--- src/rtl/alu_pipe.sv ---
// alu_pipe: pipelined integer ALU with valid/ready handshakes on both sides.
// Results, {N,V,C,Z} flags and an illegal-opcode error emerge STAGES cycles after accept.
`timescale 1ns/1ps
module alu_pipe #(
    parameter int WIDTH  = 8,
    parameter int STAGES = 2
) (
    input  logic             clk,
    input  logic             rst_n,
    input  logic             in_valid,
    output logic             in_ready,
    input  logic [WIDTH-1:0] a,
    input  logic [WIDTH-1:0] b,
    input  logic [3:0]       op,
    output logic             out_valid,
    input  logic             out_ready,
    output logic [WIDTH-1:0] result,
    output logic [3:0]       flags,
    output logic             err,
    output logic [15:0]      ops_done
);
    localparam int S = $clog2(WIDTH);

    typedef enum logic [3:0] {
        OP_ADD  = 4'd0,
        OP_SUB  = 4'd1,
        OP_AND  = 4'd2,
        OP_OR   = 4'd3,
        OP_XOR  = 4'd4,
        OP_SHL  = 4'd5,
        OP_SHR  = 4'd6,
        OP_SRA  = 4'd7,
        OP_SLT  = 4'd8,
        OP_SLTU = 4'd9
    } op_e;

    typedef struct packed {
        logic             valid;
        logic [WIDTH-1:0] result;
        logic [3:0]       flags;   // {N, V, C, Z}
        logic             err;
    } beat_t;

    beat_t          stage_q [STAGES];   // element 0 is stage 1
    beat_t          compute;
    logic           adv;
    logic           accept;
    logic [WIDTH:0] sum;
    logic [WIDTH:0] diff;
    logic [S-1:0]   shamt;
    logic           carry;
    logic           ovf;

    // The extra top bit of sum is the carry-out; for diff it is the borrow (a < b unsigned).
    assign sum   = {1'b0, a} + {1'b0, b};
    assign diff  = {1'b0, a} - {1'b0, b};
    assign shamt = b[S-1:0];

    // Stalls are driven only by the last stage, so in_ready never sees in_valid or data.
    assign adv      = !stage_q[STAGES-1].valid || out_ready;
    assign in_ready = adv;
    assign accept   = in_valid && adv;

    // NOTE: every variable written here gets a default first so no latch is inferred.
    always_comb begin
        compute       = '0;
        compute.valid = accept;
        carry         = 1'b0;
        ovf           = 1'b0;
        case (op_e'(op))
            OP_ADD: begin
                compute.result = sum[WIDTH-1:0];
                carry          = sum[WIDTH];
                ovf            = (a[WIDTH-1] == b[WIDTH-1]) && (sum[WIDTH-1] != a[WIDTH-1]);
            end
            OP_SUB: begin
                compute.result = diff[WIDTH-1:0];
                carry          = diff[WIDTH];
                ovf            = (a[WIDTH-1] != b[WIDTH-1]) && (diff[WIDTH-1] != a[WIDTH-1]);
            end
            OP_AND:  compute.result = a & b;
            OP_OR:   compute.result = a | b;
            OP_XOR:  compute.result = a ^ b;
            OP_SHL:  compute.result = a << shamt;
            OP_SHR:  compute.result = a >> shamt;
            OP_SRA:  compute.result = $unsigned($signed(a) >>> shamt);
            OP_SLT:  compute.result = {{(WIDTH-1){1'b0}}, ($signed(a) < $signed(b))};
            OP_SLTU: compute.result = {{(WIDTH-1){1'b0}}, (a < b)};
            default: compute.err    = 1'b1;
        endcase
        if (!compute.err) begin
            compute.flags = {compute.result[WIDTH-1], ovf, carry, (compute.result == '0)};
        end
    end

    // NOTE: data fields are reset along with the valids because result/flags/err
    // are visible outputs that must read zero out of reset.
    always_ff @(posedge clk or negedge rst_n) begin
        if (!rst_n) begin
            for (int i = 0; i < STAGES; i++) begin
                stage_q[i] <= '0;
            end
        end else if (adv) begin
            // NOTE: non-blocking assignment lets every stage read its predecessor's old value.
            stage_q[0] <= compute;
            for (int i = STAGES - 1; i > 0; i--) begin
                stage_q[i] <= stage_q[i-1];
            end
        end
    end

    always_ff @(posedge clk or negedge rst_n) begin
        if (!rst_n) begin
            ops_done <= '0;
        end else if (out_valid && out_ready && (ops_done != 16'hFFFF)) begin
            ops_done <= ops_done + 16'd1;
        end
    end

    assign out_valid = stage_q[STAGES-1].valid;
    assign result    = stage_q[STAGES-1].result;
    assign flags     = stage_q[STAGES-1].flags;
    assign err       = stage_q[STAGES-1].err;

endmodule

--- config.mk ---
export PLATFORM = sky130hd
export DESIGN_NAME = alu_pipe
export DESIGN_NICKNAME = d
export VERILOG_FILES = /design/src/rtl/alu_pipe.sv
export SDC_FILE = /design/constraint.sdc
export NUM_CORES = 1
export LEC_CHECK = 0
export CAP_MARGIN = 5
export CORE_MARGIN = 3
export CORE_UTILIZATION = 50
export CTS_CLUSTER_SIZE = 16
export DETAILED_ROUTE_END_ITERATION = 16
export GPL_TIMING_DRIVEN = 0
export PLACE_DENSITY = 0.75
export SYNTH_ARGS = -nofsm -noshare
export SYNTH_HDL_FRONTEND = slang
export SYNTH_SLANG_ARGS = --single-unit
--- constraint.sdc ---
create_clock -name clk -period 2.6 [get_ports clk]
set_clock_uncertainty 0.2 [all_clocks]
set_input_delay 0.52 -clock clk [delete_from_list [all_inputs] [get_ports clk]]
set_output_delay 0.52 -clock clk [all_outputs]
set_load 0.01 [all_outputs]
### Yosys cells after proc, flatten, opt, wreduce, memory -nomap -nowiden

Index checks and enable logic that the tools add are counted.

| operators by class | value |
|---|---|
| $add $sub $neg | 3 |
| order comparisons | 2 |
| equality and inequality tests | 14 |
| shift operators | 3 |
| mux-type cells | 5 |
| bitwise logic cells | 3 |
| reductions and logical operators | 10 |

Operators with widths:

| kind | count |
|---|---|
| $pmux 8 s10 | 1 |
| $add 16x1->16 const B | 1 |
| $eq 4x3->1 const B | 4 |
| $lt 8x8->1 | 2 |
| $ne 16x16->1 const B | 1 |
| $reduce_or 10->1 | 1 |
| $add 8x8->9 | 1 |
| $sub 8x8->9 | 1 |
| $and 8x8->8 | 1 |
| $eq 4x2->1 const B | 2 |
| $eq 4x4->1 const B | 2 |
| $logic_not 8->1 | 1 |
| $or 8x8->8 | 1 |
| $shl 8x3->8 | 1 |
| $shr 8x3->8 | 1 |
| $sshr 8x3->8 | 1 |
| $xor 8x8->8 | 1 |
| $logic_and 1x1->1 | 5 |
| $eq 4x1->1 const B | 1 |
| $logic_not 4->1 | 1 |
| $mux 4 | 1 |
| $pmux 1 s2 | 2 |
| $ne 1x1->1 | 3 |
| $eq 1x1->1 | 1 |
| other kinds (3) | 3 |

| storage, ports and cells | value |
|---|---|
| register bits | 44 |
| bits of input ports | 24 |
| output and inout port bits | 31 |
| logic and storage cells | 49 |

### Depth between registers and ports, before layout

| logic depth | value |
|---|---|
| word-level depth | 5 |
| mapped depth | 11 |
| depth with buffers taken out | 11 |

### Worst setup path after synthesis

Ideal clock, no wire load.

| timing | value |
|---|---|
| path kind | in2reg |
| from | input port b[1] |
| to | register stage_q[15] (netlist bit) |
| setup time | 0.121 ns |
| arrival | 2.757 ns |
| required time | 2.279 ns |
| path slack | -0.479 ns |
| stages | 10 |
| cell sequence | clkbuf_1 > inv_1 > fa_1 > nor3b_1 > nor3_1 > o31ai_1 > a211oi_1 > a211oi_1 > and3_1 > a32o_2 |

| between the ends | value |
|---|---|
| word-level cells in the longest chain between the ends | 4 |
| elaborated cells on any way between the ends | 13 |

Ends and longest elaborated chain:

| item | line | source |
|---|---|---|
| start: declaration | 13 | `input logic [WIDTH-1:0] b,` |
| $sub 8x8->9, or another cell as far along | 56 | `assign diff = {1'b0, a} - {1'b0, b};` |
| $pmux 8 s10 * | 70 | `case (op_e'(op))` |
| $logic_not 8->1 * | 92 | `compute.flags = {compute.result[WIDTH-1], ovf, carry, (compute.result == '0)};` |
| $mux 4 * | 91 | `if (!compute.err) begin` |
| end signal: indexed assignment | 107 | `stage_q[i] <= stage_q[i-1];` |
| end: declaration | 44 | `beat_t stage_q [STAGES];` |

Every way passes the cells marked *; elsewhere a longest branch is shown, timed or not.
A chain may end at the register's enable or synchronous reset.

### Worst setup path after layout

| timing | value |
|---|---|
| from | input port a[6] |
| to | register stage_q[15] (netlist bit) |

| between the ends | value |
|---|---|
| word-level cells in the longest chain between the ends | 4 |
| elaborated cells on any way between the ends | 13 |

Ends and longest elaborated chain:

| item | line | source |
|---|---|---|
| start: declaration | 12 | `input logic [WIDTH-1:0] a,` |
| $sub 8x8->9, or another cell as far along | 56 |  |
| $pmux 8 s10 * | 70 |  |
| $logic_not 8->1 * | 92 |  |
| $mux 4 * | 91 |  |

Marked as above.

==> summary.md <==
| Metric | Value |
|---|---|
| Status | `complete, but fails checks` |
| Failing checks | `negative setup slack` |
| Crit end category | `flip-flop` |
| Pins Over Slew Limit | `0` |
| Largest net degree at the start of global routing | `41` |
| Worst EP required | `2.58 ns` |
| CTS Buf Count | `5` |
| Mapped Cells | `431` |
| FF+latch count, synth | `44` |
| Die height | `92.0 um` |
| Placer Congestion | `0.919` |
| Final Hold Fails | `0` |
| Grt ovf | `0` |
| Lkg Pwr | `2.20 nW` |
| Worst-Margin Slew | `0.526 ns` |
| IO buf count | `53` |
| Clk Tree Root Cell | `clkbuf_8` |
| Post-synth top area share | `29.8%` |
| RSZ-0062 raised after global routing | `yes` |
| IO Pins | `55` |
| Drt drc | `0` |
| Worst-skew pair later-pin latency | `0.29 ns` |
| Fraction of layout cells with a size suffix above 1 | `26.1%` |
| Initial DRC Count | `249` |
| Final cycle utilization of the critical path | `102%` |
| Die ar. | `8460 um^2` |
| Max IR drop VDD | `278 uV` |
| Final worst path period need | `2.65 ns` |
| Vias per cell | `5.84` |
| Fmax | `377 MHz` |
| Hold depth | `2` |
| Die W | `92.0 um` |
| H-tree Lvls | `2` |
| ANT cells | `0` |
| Slew Limit Headroom | `64.9%` |
| Yosys cell types | `69` |
| Reg2reg setup slack | `0.08 ns` |
| CTS tree | `done` |
| Crit path kind | `in -> reg` |
| Hold Crit Class | `reg -> reg` |
| First-pass GRT wire length | `16.6 mm` |
| GRT Total Usage | `24.5%` |
| TritonCTS Sinks | `44` |
| Avg WL per Cell | `17.4 um` |
| Worst setup margin | `-0.0491 ns` |
| Final setup violation count | `1` |
| Reg clk slew, reported paths | `0.08 ns` |
| Initial Util | `53.0%` |
| Synth area leaders | `dfrtp_1, ha_1, nand2_1` |
| Total Negative Setup Slacks | `-0.0491 ns` |
| CP Max Fanout | `8` |
| Core Region | `6980 um^2` |
| Synthesized cell area | `3700 um^2` |
| Post-synthesis sequential area ratio | `29.8%` |
| Routed vias | `3518` |
| Synth warn | `0` |
| Max clock buf depth | `2` |
| First-pass detailed-route iteration total | `7` |
| Top_reg_cell synth | `dfrtp_1` |
| Leading area contributor after synthesis | `dfrtp_1` |
| Post-layout nets | `557` |
| Maxcap violations | `0` |
| Crit path DAT | `2.63 ns` |
| Total wire length | `10.5 mm` |
| Worst Setup Start Kind | `primary input` |
| DP HPWL | `7.90 mm` |
| Row cnt | `30` |
| Post-route antenna net violation count | `0` |
| Cell Pwr Density | `489 nW/um^2` |
| Post-synth EDFFs | `0` |
| Initial antenna violation count | `0` |
| Vias in the first global route | `3357` |
| Net Count, Synth | `483` |
| Asr flop ratio synth | `100%` |
| Final Util | `70.8%` |
| Syn avg cell area | `8.58 um^2` |
| Layout area overhead | `33.8%` |
| Register-to-Register Path Depth | `7` |
==> power by group <==
| group | internal (W) | total, W | leakage (nW) | switching [W] |
|---|---|---|---|---|
| logic | 0.000505 | 0.00100 | 1.57 | 0.000495 |
| clock network | 0.000285 | 0.000512 | 0.0552 | 0.000227 |
| registers | 0.000799 | 0.000905 | 0.566 | 0.000106 |
| total | 0.00159 | 0.00242 | 2.20 | 0.000828 |
==> cell type report <==
cell class              instances  area (um^2)
clock buffers                   6         72.6
plain buffers                  32          249
flip-flops and latches         44         1100
repair buffers                 71          628
multi-input cells             324         2620
fillers                       574         2040
inverters                      27          119
well taps                      96          120
clock inverters                 2         35.0
==> placed cells by master, fill, tap and decap left out, drive strengths merged, types with 4 or more instances in the layout <==
master,Yosys,layout
inv,25,25
a211oi,6,6
mux2,4,4
mux4,5,5
xor2,6,6
a21o,5,5
clkdlybuf4s50,0,35
a22oi,4,4
or3,4,4
nor4,6,6
mux2i,7,7
clkbuf,10,15
nor3b,4,4
nand2b,8,8
dfrtp,44,44
a2111oi,4,4
buf,26,53
nor2b,7,7
nor3,8,8
xnor2,13,13
o211ai,6,6
nand3,16,16
nor2,27,27
a21oi,22,22
o21ai,19,19
ha,26,26
o22ai,4,4
nand2,64,64
and3,4,4
==> flip-flops by register name, indices dropped and copies added (netlist names) <==
signal and cells:
err 1, flags 4, ops_done 16, out_valid 1
result 8, stage_q 14
==> what timing repair did <==
item                                    4_1_cts  5_1_grt
cloned                                        0        0
hold buffers                                  1        0
endpoints found under the setup margin       13       15
setup buffers                                12        4
pin swaps                                    12       11
endpoints found under the hold margin         4        0
resized for setup                           100       37
==> cells in the mapped netlist (2+ instances only) <==
cell	count
a2111oi_2	2
a211oi_1	6
a21o_1	5
a21oi_1	22
a222oi_1	2
a22oi_1	4
a2bb2oi_1	2
a311oi_1	3
a31oi_1	2
and3_1	4
and4_1	3
buf_2	10
buf_4	14
clkbuf_1	10
clkinv_1	2
dfrtp_1	44
fa_1	2
ha_1	26
inv_1	25
mux2_1	2
mux2_2	2
mux2i_1	7
mux4_2	5
nand2_1	64
nand2b_1	7
nand3_1	16
nand4_1	2
nor2_1	27
nor2b_1	7
nor3_1	8
nor3b_1	4
nor4_1	5
o211ai_1	6
o21ai_0	17
o21ai_1	2
o22ai_1	4
o31ai_1	3
o32ai_1	2
or3_1	4
or4_1	3
xnor2_1	13
xor2_1	6
==> logic make-up (layout without fill, tap and decap cells) <==
family / after synthesis / after routing / synth area share [%]
and+or+nand+nor: 162 / 162 / 22.0
AOI/OAI and AO/OA: 99 / 99 / 19.4
buffers and inverters: 63 / 138 / 8.36
DFF: 44 / 44 / 29.8
adders and majority gates: 28 / 28 / 9.88
xor gates and xnor gates: 19 / 19 / 4.50
muxes: 16 / 16 / 6.16
==> per-layer routing <==
layer  global-route usage (%)  wire [um]  vias up
met5                        0          0        -
met4                     10.5        293        0
met3                     2.38        509       22
met2                     41.2       5150      115
met1                     32.1       4530     1704
li1                         -          -     1677
==> per-stage QoR <==
stage	hold slack, ns	instances	total power (W)	setup WS, ns	cell area, um^2
2_1_floorplan	0.0244	431	0.00143	0.00627	3830
3_3_place_gp	0.251	580	0.00178	-1.02	4480
3_5_place_dp	0.155	581	0.00181	-1.02	4500
4_1_cts	0.274	599	0.00237	-0.0708	4800
5_1_grt	0.296	602	0.00255	-0.114	4950
6_report	0.269	602	0.00242	-0.0491	4950
==> path summary, 6_finish.rpt <==
| check | end | startpoint |
|---|---|---|
| worst min-delay path | result[1] | result[1] |
| worst max-delay path | stage_q[15] | a[6] |
| worst min register to register | result[1] | result[1] |
| min in group asynchronous | result[2] | rst_n |
| worst max register to register | ops_done[15] | ops_done[1] |
| max in group asynchronous | ops_done[12] | rst_n |
==> critical path, stage by stage <==
cell	delay, ns
buf_2	0.18
ha_4	0.19
or3_4	0.37
a2111oi_4	0.42
nor2_2	0.12
buf_6	0.15
o21ai_4	0.13
a211oi_2	0.10
and3_1	0.19
a32o_2	0.26
Power figures use the tool's default switching activity.
